==> src/rtl/alu_issue_if.sv <==
// Signal bundle between decode, the multicycle ALU and writeback for alu_issue_ctrl.
// The master view belongs to the controller; the slave view to its surroundings.
interface alu_issue_if #(
  parameter int CNT_W = 8
);
  logic             i_req_valid;
  logic             o_req_ready;
  logic [31:0]      i_req_a;
  logic [31:0]      i_req_b;
  logic [2:0]       i_req_funct3;
  logic [6:0]       i_req_funct7;
  logic             i_req_imm;
  logic [4:0]       i_req_rd;
  logic             i_flush;

  logic             o_alu_en;
  logic [31:0]      o_alu_a;
  logic [31:0]      o_alu_b;
  logic [2:0]       o_alu_funct3;
  logic [6:0]       o_alu_funct7;
  logic             o_alu_imm;
  logic             i_alu_busy;
  logic [31:0]      i_alu_out;

  logic             o_rsp_valid;
  logic             i_rsp_ready;
  logic [31:0]      o_rsp_data;
  logic [4:0]       o_rsp_rd;
  logic             o_timeout;
  logic [CNT_W-1:0] o_latency;

  modport master (
    input  i_req_valid, i_req_a, i_req_b, i_req_funct3, i_req_funct7, i_req_imm,
           i_req_rd, i_flush, i_alu_busy, i_alu_out, i_rsp_ready,
    output o_req_ready, o_alu_en, o_alu_a, o_alu_b, o_alu_funct3, o_alu_funct7,
           o_alu_imm, o_rsp_valid, o_rsp_data, o_rsp_rd, o_timeout, o_latency
  );

  modport slave (
    output i_req_valid, i_req_a, i_req_b, i_req_funct3, i_req_funct7, i_req_imm,
           i_req_rd, i_flush, i_alu_busy, i_alu_out, i_rsp_ready,
    input  o_req_ready, o_alu_en, o_alu_a, o_alu_b, o_alu_funct3, o_alu_funct7,
           o_alu_imm, o_rsp_valid, o_rsp_data, o_rsp_rd, o_timeout, o_latency
  );
endinterface

==> src/rtl/alu_issue_ctrl.sv <==
// Execute-stage issue controller: registers one decoded op, holds it on the ALU while busy,
// captures the result for writeback and enforces a busy watchdog.
module alu_issue_ctrl #(
  parameter int TIMEOUT_CYCLES = 64,
  parameter int CNT_W          = 8
) (
  input  logic        i_clk_n,
  input  logic        i_rst_n,
  alu_issue_if.master bus
);

  typedef enum logic [1:0] {
    ST_IDLE = 2'd0,
    ST_EXEC = 2'd1,
    ST_HOLD = 2'd2
  } state_e;

  localparam logic [CNT_W-1:0] CNT_MAX   = {CNT_W{1'b1}};
  localparam logic [CNT_W:0]   CNT_LIMIT = (CNT_W+1)'(TIMEOUT_CYCLES);

  state_e           state_q, state_d;
  logic [CNT_W-1:0] cnt_q, cnt_d;
  logic [CNT_W-1:0] latency_q, latency_d;
  logic             alu_en_q, alu_en_d;
  logic             rsp_valid_q, rsp_valid_d;
  logic [31:0]      alu_a_q, alu_a_d;
  logic [31:0]      alu_b_q, alu_b_d;
  logic [2:0]       funct3_q, funct3_d;
  logic [6:0]       funct7_q, funct7_d;
  logic             imm_q, imm_d;
  logic [4:0]       op_rd_q, op_rd_d;
  logic [31:0]      rsp_data_q, rsp_data_d;
  logic [4:0]       rsp_rd_q, rsp_rd_d;

  logic [CNT_W:0]   cnt_inc;
  logic [CNT_W-1:0] cnt_next;
  logic             req_ready;
  logic             accept;
  logic             timeout;

  // The extra bit lets the watchdog compare see TIMEOUT_CYCLES even when it equals 2^CNT_W.
  assign cnt_inc  = {1'b0, cnt_q} + (CNT_W+1)'(1);
  assign cnt_next = (cnt_q == CNT_MAX) ? CNT_MAX : cnt_inc[CNT_W-1:0];

  always_comb begin
    // NOTE: every always_comb output gets a default first so no path leaves it unassigned (no latch).
    req_ready = 1'b0;
    unique case (state_q)
      ST_IDLE: req_ready = 1'b1;
      ST_HOLD: req_ready = bus.i_rsp_ready;
      default: req_ready = 1'b0;
    endcase
    if (bus.i_flush) req_ready = 1'b0;
  end

  assign accept = bus.i_req_valid && req_ready;

  always_comb begin
    state_d    = state_q;
    cnt_d      = cnt_q;
    latency_d  = latency_q;
    alu_a_d    = alu_a_q;
    alu_b_d    = alu_b_q;
    funct3_d   = funct3_q;
    funct7_d   = funct7_q;
    imm_d      = imm_q;
    op_rd_d    = op_rd_q;
    rsp_data_d = rsp_data_q;
    rsp_rd_d   = rsp_rd_q;
    timeout    = 1'b0;

    if (bus.i_flush) begin
      state_d = ST_IDLE;
    end else begin
      unique case (state_q)
        ST_IDLE: begin
          if (accept) state_d = ST_EXEC;
        end
        ST_EXEC: begin
          cnt_d = cnt_next;
          if (!bus.i_alu_busy) begin
            rsp_data_d = bus.i_alu_out;
            rsp_rd_d   = op_rd_q;
            latency_d  = cnt_next;
            state_d    = ST_HOLD;
          end else if (cnt_inc == CNT_LIMIT) begin
            timeout = 1'b1;
            state_d = ST_IDLE;
          end
        end
        ST_HOLD: begin
          // Retiring and accepting in one cycle goes straight back to EXEC with no bubble.
          if (bus.i_rsp_ready) state_d = accept ? ST_EXEC : ST_IDLE;
        end
        default: state_d = ST_IDLE;
      endcase
    end

    if (accept) begin
      alu_a_d  = bus.i_req_a;
      alu_b_d  = bus.i_req_b;
      funct3_d = bus.i_req_funct3;
      funct7_d = bus.i_req_funct7;
      imm_d    = bus.i_req_imm;
      op_rd_d  = bus.i_req_rd;
      cnt_d    = '0;
    end

    alu_en_d    = (state_d == ST_EXEC);
    rsp_valid_d = (state_d == ST_HOLD);
  end

  always_ff @(posedge i_clk_n) begin
    // NOTE: reset is synchronous and active-low, so it is tested inside the clocked block only.
    if (!i_rst_n) begin
      state_q     <= ST_IDLE;
      cnt_q       <= '0;
      latency_q   <= '0;
      alu_en_q    <= 1'b0;
      rsp_valid_q <= 1'b0;
      alu_a_q     <= '0;
      alu_b_q     <= '0;
      funct3_q    <= '0;
      funct7_q    <= '0;
      imm_q       <= 1'b0;
      op_rd_q     <= '0;
      rsp_data_q  <= '0;
      rsp_rd_q    <= '0;
    end else begin
      // NOTE: non-blocking assignments so every flop samples the pre-edge value of its peers.
      state_q     <= state_d;
      cnt_q       <= cnt_d;
      latency_q   <= latency_d;
      alu_en_q    <= alu_en_d;
      rsp_valid_q <= rsp_valid_d;
      alu_a_q     <= alu_a_d;
      alu_b_q     <= alu_b_d;
      funct3_q    <= funct3_d;
      funct7_q    <= funct7_d;
      imm_q       <= imm_d;
      op_rd_q     <= op_rd_d;
      rsp_data_q  <= rsp_data_d;
      rsp_rd_q    <= rsp_rd_d;
    end
  end

  assign bus.o_req_ready  = req_ready;
  assign bus.o_alu_en     = alu_en_q;
  assign bus.o_alu_a      = alu_a_q;
  assign bus.o_alu_b      = alu_b_q;
  assign bus.o_alu_funct3 = funct3_q;
  assign bus.o_alu_funct7 = funct7_q;
  assign bus.o_alu_imm    = imm_q;
  assign bus.o_rsp_valid  = rsp_valid_q;
  assign bus.o_rsp_data   = rsp_data_q;
  assign bus.o_rsp_rd     = rsp_rd_q;
  assign bus.o_timeout    = timeout;
  assign bus.o_latency    = latency_q;

endmodule

==> src/flat_wrapper.sv <==
// flat-port wrapper written by rule: the top's interface ports become plain ports
module alu_issue_ctrl_flat 
#(
  parameter int TIMEOUT_CYCLES = 64,
  parameter int CNT_W          = 8
)
  (i_clk_n, i_rst_n, bus_i_req_valid, bus_i_req_a, bus_i_req_b, bus_i_req_funct3, bus_i_req_funct7, bus_i_req_imm, bus_i_req_rd, bus_i_flush, bus_i_alu_busy, bus_i_alu_out, bus_i_rsp_ready, bus_o_req_ready, bus_o_alu_en, bus_o_alu_a, bus_o_alu_b, bus_o_alu_funct3, bus_o_alu_funct7, bus_o_alu_imm, bus_o_rsp_valid, bus_o_rsp_data, bus_o_rsp_rd, bus_o_timeout, bus_o_latency);
  alu_issue_if #(.CNT_W(CNT_W)) bus_i ();
  input  logic i_clk_n;
  input  logic i_rst_n;
  input wire logic [$bits(bus_i.i_req_valid)-1:0] bus_i_req_valid;
  input wire logic [$bits(bus_i.i_req_a)-1:0] bus_i_req_a;
  input wire logic [$bits(bus_i.i_req_b)-1:0] bus_i_req_b;
  input wire logic [$bits(bus_i.i_req_funct3)-1:0] bus_i_req_funct3;
  input wire logic [$bits(bus_i.i_req_funct7)-1:0] bus_i_req_funct7;
  input wire logic [$bits(bus_i.i_req_imm)-1:0] bus_i_req_imm;
  input wire logic [$bits(bus_i.i_req_rd)-1:0] bus_i_req_rd;
  input wire logic [$bits(bus_i.i_flush)-1:0] bus_i_flush;
  input wire logic [$bits(bus_i.i_alu_busy)-1:0] bus_i_alu_busy;
  input wire logic [$bits(bus_i.i_alu_out)-1:0] bus_i_alu_out;
  input wire logic [$bits(bus_i.i_rsp_ready)-1:0] bus_i_rsp_ready;
  output wire logic [$bits(bus_i.o_req_ready)-1:0] bus_o_req_ready;
  output wire logic [$bits(bus_i.o_alu_en)-1:0] bus_o_alu_en;
  output wire logic [$bits(bus_i.o_alu_a)-1:0] bus_o_alu_a;
  output wire logic [$bits(bus_i.o_alu_b)-1:0] bus_o_alu_b;
  output wire logic [$bits(bus_i.o_alu_funct3)-1:0] bus_o_alu_funct3;
  output wire logic [$bits(bus_i.o_alu_funct7)-1:0] bus_o_alu_funct7;
  output wire logic [$bits(bus_i.o_alu_imm)-1:0] bus_o_alu_imm;
  output wire logic [$bits(bus_i.o_rsp_valid)-1:0] bus_o_rsp_valid;
  output wire logic [$bits(bus_i.o_rsp_data)-1:0] bus_o_rsp_data;
  output wire logic [$bits(bus_i.o_rsp_rd)-1:0] bus_o_rsp_rd;
  output wire logic [$bits(bus_i.o_timeout)-1:0] bus_o_timeout;
  output wire logic [$bits(bus_i.o_latency)-1:0] bus_o_latency;
  assign bus_i.i_req_valid = bus_i_req_valid;
  assign bus_i.i_req_a = bus_i_req_a;
  assign bus_i.i_req_b = bus_i_req_b;
  assign bus_i.i_req_funct3 = bus_i_req_funct3;
  assign bus_i.i_req_funct7 = bus_i_req_funct7;
  assign bus_i.i_req_imm = bus_i_req_imm;
  assign bus_i.i_req_rd = bus_i_req_rd;
  assign bus_i.i_flush = bus_i_flush;
  assign bus_i.i_alu_busy = bus_i_alu_busy;
  assign bus_i.i_alu_out = bus_i_alu_out;
  assign bus_i.i_rsp_ready = bus_i_rsp_ready;
  assign bus_o_req_ready = bus_i.o_req_ready;
  assign bus_o_alu_en = bus_i.o_alu_en;
  assign bus_o_alu_a = bus_i.o_alu_a;
  assign bus_o_alu_b = bus_i.o_alu_b;
  assign bus_o_alu_funct3 = bus_i.o_alu_funct3;
  assign bus_o_alu_funct7 = bus_i.o_alu_funct7;
  assign bus_o_alu_imm = bus_i.o_alu_imm;
  assign bus_o_rsp_valid = bus_i.o_rsp_valid;
  assign bus_o_rsp_data = bus_i.o_rsp_data;
  assign bus_o_rsp_rd = bus_i.o_rsp_rd;
  assign bus_o_timeout = bus_i.o_timeout;
  assign bus_o_latency = bus_i.o_latency;
  alu_issue_ctrl #(.TIMEOUT_CYCLES(TIMEOUT_CYCLES), .CNT_W(CNT_W)) u_core (.i_clk_n(i_clk_n), .i_rst_n(i_rst_n), .bus(bus_i));
endmodule
==> config.mk <==
export PLATFORM = sky130hd
export DESIGN_NAME = alu_issue_ctrl_flat
export DESIGN_NICKNAME = d
export VERILOG_FILES = /design/src/rtl/alu_issue_if.sv /design/src/rtl/alu_issue_ctrl.sv /design/src/flat_wrapper.sv
export SDC_FILE = /design/constraint.sdc
export NUM_CORES = 1
export LEC_CHECK = 0
export CAP_MARGIN = 5
export CORE_MARGIN = 2
export CORE_UTILIZATION = 65
export CTS_BUF_LIST = sky130_fd_sc_hd__clkbuf_4 sky130_fd_sc_hd__clkbuf_8
export CTS_CLUSTER_SIZE = 24
export DETAILED_ROUTE_END_ITERATION = 6
export DONT_BUFFER_PORTS = 1
export HOLD_SLACK_MARGIN = 0.12
export PLACE_DENSITY = 0.81
export SLEW_MARGIN = 25
export SYNTH_ARGS = -nofsm -noshare
export SYNTH_HDL_FRONTEND = slang
export SYNTH_SLANG_ARGS = --single-unit
==> constraint.sdc <==
create_clock -name i_clk_n -period 4.4 [get_ports i_clk_n]
set_input_delay 0.66 -clock i_clk_n [delete_from_list [all_inputs] [get_ports i_clk_n]]
set_output_delay 0.66 -clock i_clk_n [all_outputs]
set_load 0.01 [all_outputs]
After elaboration in Yosys (flattened, before gate mapping)
Cells that the tools add are included.

storage, ports and cells
  word-level logic and storage cells = 42
  output and inout port bits = 124
  register bits after elaboration = 137

cells by class
  multiplexer cells = 14
  add/subtract/negate cells = 1
  equality and inequality tests = 6
  reductions and logical operators = 5
  bitwise gates (word level) = 3

operator list
  kind                 count
  $mux 2               5
  $add 8x1->9 const B  1
  $eq 9x7->1 const B   1
  $eq 8x8->1 const B   1
  $mux 8               1
  $mux 1               6
  $pmux 2 s3           1
  $eq 2x1->1 const B   2
  $eq 2x2->1 const B   2
  $not 1->1            3
  $reduce_and 3->1     1
  $logic_not 2->1      1
  $pmux 1 s2           1
  $reduce_and 2->1     1
  $reduce_or 2->1      1
  $logic_and 1x1->1    1

Longest topological paths before layout
Gate-level depths: netlist of the first run.

  depth in word-level cells = 9
  depth in mapped cells = 7
  gate-level depth less buffers = 6

Worst setup path before layout of the first run
No wires, ideal clock.

  path kind = flip-flop to output port
  from = register u_core.cnt_q[1]
  to = output port bus_o_timeout
  stages on the path, launching flop included = 6
  data required time = 3.740 ns
  data arrival time = 1.548 ns
  setup slack = 2.192 ns
  path through = dfxtp_1 > ha_1 > and3_4 > buf_6 > a31oi_2 > nor4_1

on the way
  word-level cells in the longest chain between the ends = 6

ends and longest elaborated chain
  element                 line                   source
  from (decl)             alu_issue_ctrl.sv:22   logic [CNT_W-1:0] cnt_q, cnt_d;
  from (signal assigned)  alu_issue_ctrl.sv:132  cnt_q <= cnt_d;
  $add 8x1->9             alu_issue_ctrl.sv:42   assign cnt_inc = {1'b0, cnt_q} + (CNT_W+1)'(1);
  $eq 9x7->1              alu_issue_ctrl.sv:86   end else if (cnt_inc == CNT_LIMIT) begin
  $mux 1                  alu_issue_ctrl.sv:86
  $mux 1                  alu_issue_ctrl.sv:81   if (!bus.i_alu_busy) begin
  $mux 1                  alu_issue_ctrl.sv:75   unique case (state_q)
  $mux 1                  alu_issue_ctrl.sv:72   if (bus.i_flush) begin
  to (decl)               flat_wrapper.sv:32     output wire logic [$bits(bus_i.o_timeout)-1:0] bus_o_timeout;

Every way passes these cells.

Worst setup path after layout of the first run
  from = register u_core.cnt_q[0]
  to = output port bus_o_timeout

Same word-level chain as after synthesis.

==> results of run 1 <==
## metal layers
metal	wire length [um]	GRT usage (%)
met5	0	0
met4	315	11.0
met3	1200	10.4
met2	6000	42.9
met1	4470	26.9
## sequential cells by signal, summed over array words and instances, names as in the netlist
signal and cells:
u_core.cnt_q 8, u_core.bus.o_latency 8, u_core.bus.o_rsp_valid 1, u_core.state_q 2, u_core.bus.o_rsp_data 32, u_core.bus.o_rsp_rd 5, u_core.bus.o_alu_funct7 7, u_core.bus.o_alu_imm 1
u_core.bus.o_alu_b 32, u_core.bus.o_alu_funct3 3, u_core.op_rd_q 5, u_core.bus.o_alu_a 32, u_core.bus.o_alu_en 1
## synthesized netlist by cell type, types with 2 or more instances
cell type	count	area share (%)
sky130_fd_sc_hd__nor2_2	2	0.23
sky130_fd_sc_hd__a21boi_1	109	15
sky130_fd_sc_hd__a311oi_1	3	0.48
sky130_fd_sc_hd__nor2_1	9	0.62
sky130_fd_sc_hd__nor3_1	2	0.18
sky130_fd_sc_hd__buf_6	2	0.41
sky130_fd_sc_hd__o21ai_1	5	0.46
sky130_fd_sc_hd__buf_4	2	0.28
sky130_fd_sc_hd__mux2i_1	3	0.55
sky130_fd_sc_hd__dfxtp_1	137	50
sky130_fd_sc_hd__nand2b_1	5	0.57
sky130_fd_sc_hd__nand3_1	4	0.37
sky130_fd_sc_hd__clkbuf_1	20	1.4
sky130_fd_sc_hd__xnor2_1	3	0.48
sky130_fd_sc_hd__nor2b_1	2	0.23
sky130_fd_sc_hd__nand2_1	244	17
sky130_fd_sc_hd__a221oi_1	2	0.32
sky130_fd_sc_hd__ha_1	2	0.46
sky130_fd_sc_hd__a31oi_1	8	0.92
sky130_fd_sc_hd__a211oi_1	3	0.41
sky130_fd_sc_hd__a21oi_1	7	0.64
sky130_fd_sc_hd__buf_2	15	1.4
sky130_fd_sc_hd__a21boi_2	9	1.9
sky130_fd_sc_hd__buf_8	9	2.5
## cell usage in the layout (no fill, tap or decap), types with 5 or more instances in the layout
cell type                  Yosys  layout
sky130_fd_sc_hd__clkbuf_8      0      19
sky130_fd_sc_hd__dfxtp_1     137     137
sky130_fd_sc_hd__nand2_1     244     243
sky130_fd_sc_hd__o21ai_1       5       5
sky130_fd_sc_hd__a31oi_1       8       8
sky130_fd_sc_hd__a21boi_2      9       9
sky130_fd_sc_hd__a21oi_1       7       7
sky130_fd_sc_hd__nand2b_1      5       5
sky130_fd_sc_hd__nor2_1        9       9
sky130_fd_sc_hd__a21boi_1    109     109
## kinds of logic (layout without fill, tap and decap cells)
family	Yosys count	in the layout
compound gates	152	152
xor+xnor	3	3
fa+ha+maj	2	2
buf+inv	48	35
flops	137	137
mux	3	3
simple gates	281	281
## metrics by stage
| stage | hold slack (ps) | total power [uW] | util [%] | std cells |
|---|---|---|---|---|
| 2_1_floorplan | 431 | 1460 | - | 626 |
| 3_3_place_gp | 435 | 1450 | 64.7 | 686 |
| 3_5_place_dp | 445 | 1460 | 64.8 | 686 |
| 4_1_cts | 342 | 2550 | 70.1 | 717 |
| 5_1_grt | 340 | 2630 | 70.4 | 718 |
| 6_report | 368 | 2530 | 70.4 | 718 |
## final cells by class
| cell class | instances | area, um2 |
|---|---|---|
| Clock buffer | 19 | 262 |
| Clock inverter | 12 | 173 |
| Fill cell | 634 | 2420 |
| Multi-Input combinational cell | 441 | 2400 |
| Sequential cell | 137 | 2740 |
| Tap cell | 105 | 131 |
| Timing Repair Buffer | 4 | 50.0 |
## how the worst max path moves through the flow
stage                                   to  slack (ps)  cells past startpoint
floorplan                    bus_o_timeout        2190                      5
global placement             bus_o_timeout        1890                      3
detailed placement  u_core.bus.o_alu_a[31]        1750                      5
CTS                          bus_o_timeout        1410                      4
global route                 bus_o_timeout        1250                      4
finish                       bus_o_timeout        1390                      4
## report_power, final
part,internal (uW),switching (uW),leakage (uW)
Sequential,1280,45.5,0.00111
Clock,644,464,0.000218
Combinational,45.3,56.5,0.000711
==> results.py, run 1 <==
metrics = {
    "drt": {
        "post-route-drc-count": 0,
        "drt-initial-drc-count": 166,
        "route.antenna.remaining_nets": 0,
        "routed_via_density": 5.73,
        "wirelength_um": 12000,
        "wl_per_cell_um": 16.7,
        "total_iterations_of_the_first_detailed_routing_run": 4,
        "number_of_vias_in_the_routed_layout": 4112,
    },
    "clock_network": {
        "cts-root-buf": "sky130_fd_sc_hd__clkbuf_8",
        "cts_htree_levels": 4,
        "tritoncts": "built",
        "clkSlewWorstSetupHoldPaths_ps": 80,
        "cts.repair_timing.setup_buffer_count": 0,
        "cts_made_buffers": 17,
        "cts_repair_resize_count": 0,
        "post_cts_hold_buffer_count": 0,
        "clock_latency_ps": 410,
        "cts_num_sinks": 137,
        "ctsLongestPathBuffers": 2,
    },
    "worst_setup_path": {
        "cp_max_stage_cell": "sky130_fd_sc_hd__nor4_1",
        "rr_startpoint": "u_core.state_q[1]",
        "worstSetupPathType": "reg -> out",
        "worst_ep_arrival_time_ps": 2350,
        "required_ps": 3740,
        "critPathCaptureType": "primary output",
        "reg2reg_depth": 6,
        "worstPathCellList": "ha_1 > and3_4 > a31oi_2 > nor4_1",
        "cpLargestDelayFamily": "simple AND/OR/NAND/NOR gates",
        "regToRegEndpoint": "u_core.bus.o_alu_a[31]",
        "critical_path_buf_inv_count": 0,
        "worstPathMaxFanout": 11,
        "worstSetupStartpointType": "register",
        "cp_slowest_stage_delay_ps": 610,
        "startpoint": "u_core.cnt_q[0]",
        "r2r_slack_ps": 1970,
    },
    "place": {
        "detailed_place_hpwl_um": 8160,
        "place.gp.congestion": 0.861,
        "port-buffer-count": 0,
        "placement.cell_area_mm2": 0.00530,
        "placement.setup.worst_slack_ps": 1750,
    },
    "sta": {
        "maxClockFrequency_ghz": 0.332,
        "worst-slew-pin-transition_ps": 832,
        "fin_ws_ps": 1390,
        "grt_setup_unrepaired": "false",
        "final_setup_viols": 0,
        "final_min_period_over_clock_period_pct": 68.4,
        "slew_violations": 0,
        "number_of_hold_violations_in_the_final_report": 0,
        "timing.max_slew.rel_slack_pct": 44.3,
        "fin_worst_skew_ps": 7.05,
        "setup_tns_ps": 0,
        "layout_min_cycle_time_ps": 3010,
    },
    "worst_hold_path": {
        "timing.hold.worst_path_depth": 2,
        "end_point_of_the_most_critical_hold_path": "u_core.bus.o_alu_funct3[0]",
        "hold_path_class": "in -> reg",
        "hold_path.startpoint": "bus_i_req_funct3[0]",
    },
    "synthesis": {
        "ys_seq_elements": 137,
        "mappedNetlistArea_mm2": 0.00545,
        "synth_adder_area_share_pct": 0.459,
        "syn-mean-instance-area_um2": 8.71,
        "synth_edf_count": 0,
        "synthesis.instances": 626,
        "synth.mux.area_fraction_pct": 0.551,
        "synth_top_flop_cell": "sky130_fd_sc_hd__dfxtp_1",
        "synth.yosys.warnings": 0,
        "share_of_synthesized_flip_flops_with_an_asynchronous_set_or_reset_pct": 0,
        "simple_gate_fraction_of_synth_area_pct": 21.1,
        "ys_types": 43,
        "synth_nets": 746,
        "dominant_combinational_cell_family_by_area_after_synthesis": "compound AO/OA/AOI/OAI gates",
        "synth_compound_gate_area_share_pct": 21.2,
        "ys_seq_area_share_pct": 50.3,
        "yosys.area_share.xor_xnor_pct": 0.482,
    },
    "power_and_ir_drop": {
        "static-leakage-power_uw": 0.00204,
        "worst_ir_drop_vdd_mv": 0.294,
        "power-per-cell-area_mw_per_mm2": 440,
    },
    "die": {
        "num_io_pins": 242,
        "die_height_um": 95.6,
        "std_cell_rows": 33,
        "die-area_mm2": 0.00914,
        "core_area_mm2": 0.00818,
        "initial_core_util_pct": 66.7,
        "die_w_um": 95.6,
    },
    "status": {
        "outcome": "finished clean",
    },
    "global_routing": {
        "antenna_found_initial": 0,
        "grt_pass1_wl_um": 17900,
        "track_usage_pct": 25.0,
        "grt.overflow.total": 0,
        "first_global_vias": 3777,
        "pin_count_of_the_biggest_net_entering_global_routing": 129,
    },
    "layout": {
        "num_antenna_cells": 0,
        "fin_area_mm2": 0.00576,
        "drive_gt1_share_pct": 9.30,
        "area_growth_syn_to_layout_pct": 5.62,
        "num-nets-final": 721,
    },
    "flow_run": {
        "drv_cap": 0,
    },
}
No activity file was read; power rests on OpenSTA's default activity.
==> inputs of run 2 (changes only) <==
CORE_UTILIZATION = 59   (was 65)
PLACE_DENSITY = 0.78   (was 0.81)
clock period = 2.5 ns   (was 4.4 ns; I/O delays follow)
==> results.py, run 2 <==
metrics = {
    "place": {
        "placement.cell_area_mm2": 0.00537,
        "placement.setup.worst_slack_ps": 419,
        "place.gp.congestion": 0.893,
        "port-buffer-count": 0,
        "detailed_place_hpwl_um": 8410,
    },
    "clock_network": {
        "cts_repair_resize_count": 2,
        "cts_num_sinks": 137,
        "cts-root-buf": "sky130_fd_sc_hd__clkbuf_8",
        "cts_htree_levels": 4,
        "cts_made_buffers": 17,
        "post_cts_hold_buffer_count": 147,
        "cts.repair_timing.setup_buffer_count": 0,
        "ctsLongestPathBuffers": 2,
    },
    "synthesis": {
        "synth.yosys.warnings": 0,
        "post-synth-top-count-cell": "sky130_fd_sc_hd__nand2_1",
        "post_synth_most_frequent_cells": "244 x sky130_fd_sc_hd__nand2_1, 137 x sky130_fd_sc_hd__dfxtp_1, 109 x sky130_fd_sc_hd__a21boi_1, 20 x sky130_fd_sc_hd__clkbuf_1, 15 x sky130_fd_sc_hd__buf_2",
        "synth_nets": 746,
        "ys_types": 43,
        "synth_top_flop_cell": "sky130_fd_sc_hd__dfxtp_1",
        "ys_seq_elements": 137,
        "syn-mean-instance-area_um2": 8.71,
        "synth_edf_count": 0,
        "mappedNetlistArea_mm2": 0.00545,
        "proportion_of_netlist_area_held_by_the_largest_area_contributor_pct": 50.3,
        "synthTopCellsByArea": "sky130_fd_sc_hd__dfxtp_1 50%, sky130_fd_sc_hd__nand2_1 17%, sky130_fd_sc_hd__a21boi_1 15%",
        "synthesis.instances": 626,
        "synth_top_area_cell": "sky130_fd_sc_hd__dfxtp_1",
        "share_of_synthesized_flip_flops_with_an_asynchronous_set_or_reset_pct": 0,
        "ys_seq_area_share_pct": 50.3,
    },
    "die": {
        "initial_core_util_pct": 59.8,
        "die_height_um": 100,
        "num_io_pins": 242,
        "std_cell_rows": 35,
        "die_w_um": 100,
    },
    "status": {
        "failing_step": "clock tree synthesis",
        "error_line": "[ERROR RSZ-0060] Max buffer count reached.",
        "outcome": "did not finish",
    },
}
## run 2: cells by family after synthesis
group / share of synthesized area, %
simple gates: 21.1
compound gates: 21.2
flops: 50.3
buf+inv: 5.92
xor+xnor: 0.482
mux: 0.551
fa+ha+maj: 0.459
## run 2: stage by stage
| stage | util (%) | std cells |
|---|---|---|
| detailed placement | 59.0 | 697 |
| global placement | 59.0 | 697 |
| floorplan | - | 626 |
==> inputs of run 3 (changes only) <==
CORE_UTILIZATION = 40   (was 59)
CTS_BUF_LIST = default   (was sky130_fd_sc_hd__clkbuf_4 sky130_fd_sc_hd__clkbuf_8)
CTS_CLUSTER_SIZE = default   (was 24)
HOLD_SLACK_MARGIN = default   (was 0.12)
PLACE_DENSITY = default   (was 0.78)
PLACE_DENSITY_LB_ADDON = 0.15   (was default)
clock period = 3.2 ns   (was 2.5 ns; I/O delays follow)
==> results.py, run 3 (synthesis gave the netlist of run 1 again) <==
metrics = {
    "sta": {
        "final_min_period_over_clock_period_pct": 84.1,
        "layout_min_cycle_time_ps": 2690,
        "worst-slew-pin-transition_ps": 579,
        "number_of_hold_violations_in_the_final_report": 0,
        "final_setup_viols": 0,
        "fin_worst_skew_ps": 10.5,
        "maxClockFrequency_ghz": 0.371,
        "timing.max_slew.rel_slack_pct": 61.0,
        "grt_setup_unrepaired": "false",
        "finalHoldWorstSlack_ps": 203,
        "setup_tns_ps": 0,
        "slew_violations": 0,
    },
    "power_and_ir_drop": {
        "worst_ir_drop_vdd_mv": 0.286,
        "p_comb_share_pct": 3.8,
        "static-leakage-power_uw": 0.00210,
        "power_switching_uw": 785,
        "p_clk_share_pct": 48.1,
        "power_report.internal_total_uw": 3010,
        "sw_frac_of_total_pct": 20.7,
        "seqPwrFrac_pct": 48.0,
        "power-per-cell-area_mw_per_mm2": 636,
    },
    "worst_setup_path": {
        "rr_startpoint": "u_core.cnt_q[0]",
        "r2r_slack_ps": 1270,
        "critPathCaptureType": "primary output",
        "required_ps": 2720,
        "regToRegEndpoint": "u_core.state_q[0]",
        "worstSetupPathType": "reg -> out",
        "worst_ep_arrival_time_ps": 2210,
        "startpoint": "u_core.cnt_q[0]",
        "worstPathMaxFanout": 11,
        "worstSetupStartpointType": "register",
        "reg2reg_depth": 6,
    },
    "clock_network": {
        "tritoncts": "built",
        "ctsLongestPathBuffers": 2,
        "cts_htree_levels": 4,
        "cts.repair_timing.setup_buffer_count": 0,
        "clkSlewWorstSetupHoldPaths_ps": 50,
        "cts_made_buffers": 17,
        "post_cts_hold_buffer_count": 0,
        "cts_repair_resize_count": 0,
        "cts-root-buf": "sky130_fd_sc_hd__clkbuf_16",
        "clock_latency_ps": 410,
        "cts_num_sinks": 137,
    },
    "die": {
        "core_area_mm2": 0.0133,
        "die_w_um": 121,
        "die_height_um": 121,
        "die-area_mm2": 0.0146,
        "initial_core_util_pct": 41.0,
        "num_io_pins": 242,
        "std_cell_rows": 42,
    },
    "status": {
        "outcome": "finished clean",
    },
    "drt": {
        "wirelength_um": 12600,
        "post-route-drc-count": 0,
        "drt-initial-drc-count": 219,
        "routed_via_density": 5.14,
        "route.antenna.remaining_nets": 0,
        "total_iterations_of_the_first_detailed_routing_run": 4,
        "wl_per_cell_um": 16.1,
        "number_of_vias_in_the_routed_layout": 4039,
    },
    "layout": {
        "final-instance-count-excl-fill": 786,
        "layout_commonest_cell": "sky130_fd_sc_hd__nand2_1",
        "layout_common_cells": "243 x sky130_fd_sc_hd__nand2_1, 137 x sky130_fd_sc_hd__dfxtp_1, 109 x sky130_fd_sc_hd__a21boi_1",
        "num-nets-final": 722,
        "area_growth_syn_to_layout_pct": 9.48,
        "drive_gt1_share_pct": 8.36,
        "num_antenna_cells": 0,
    },
    "worst_hold_path": {
        "hold_path.startpoint": "bus_i_alu_out[12]",
        "end_point_of_the_most_critical_hold_path": "u_core.bus.o_rsp_data[12]",
        "timing.hold.worst_path_depth": 2,
        "hold_path_class": "in -> reg",
    },
    "global_routing": {
        "grt_pass1_wl_um": 19500,
        "antenna_found_initial": 0,
        "pin_count_of_the_biggest_net_entering_global_routing": 129,
        "grt.overflow.total": 0,
        "track_usage_pct": 17.0,
        "first_global_vias": 3820,
    },
    "flow_run": {
        "drv_cap": 0,
    },
    "place": {
        "dp.cells": 759,
        "detailed_place_hpwl_um": 8710,
        "place.gp.congestion": 0.805,
        "port-buffer-count": 0,
    },
}
-- run 3: per-stage QoR --
stage | total power (uW) | cell area [um2] | setup slack [ps] | utilization (%)
2_1_floorplan | 2000 | 5450 | 1170 | -
3_3_place_gp | 2000 | 5420 | 979 | 40.8
3_5_place_dp | 2010 | 5420 | 946 | 40.8
4_1_cts | 3850 | 5970 | 493 | 44.9
5_1_grt | 3950 | 5970 | 390 | 44.9
6_report | 3800 | 5970 | 507 | 44.9
-- run 3: power by group through the flow --
stage | Clock, uW | Sequential (uW) | Combinational [uW]
after CTS | 1880 | 1820 | 149
final | 1830 | 1820 | 145
after floorplan | 0 | 1850 | 156
after detailed placement | 0 | 1860 | 148
after global routing | 1960 | 1830 | 165
after global placement | 0 | 1860 | 142
-- run 3: worst max path at each step --
stage | to | slack [ps] | depth (start not counted)
after floorplan | bus_o_timeout | 1170 | 5
after global placement | bus_o_timeout | 980 | 5
after detailed placement | bus_o_timeout | 950 | 4
after CTS | bus_o_timeout | 490 | 4
after global routing | bus_o_timeout | 390 | 4
final | bus_o_timeout | 510 | 4
-- run 3: layout make-up --
class	count	area (um2)
fillers	1337	7330
flip-flops and latches	137	2740
clock inverters	4	70.1
clock buffers	23	478
well taps	176	220
multi-input cells	441	2390
repair buffers	5	62.6
-- run 3: layer usage --
metal  routed length, um  GRT usage (%)
met2                6100           28.0
met4                 381           9.30
met3                1070           6.08
met1                5070           19.2
met5                   0              0
-- run 3: critical path, cell delays in order (launching register included) --
cell and delay [ps]:
sky130_fd_sc_hd__dfxtp_1 500, sky130_fd_sc_hd__ha_1 320, sky130_fd_sc_hd__and3_4 310, sky130_fd_sc_hd__a31oi_2 120
sky130_fd_sc_hd__nor4_1 550
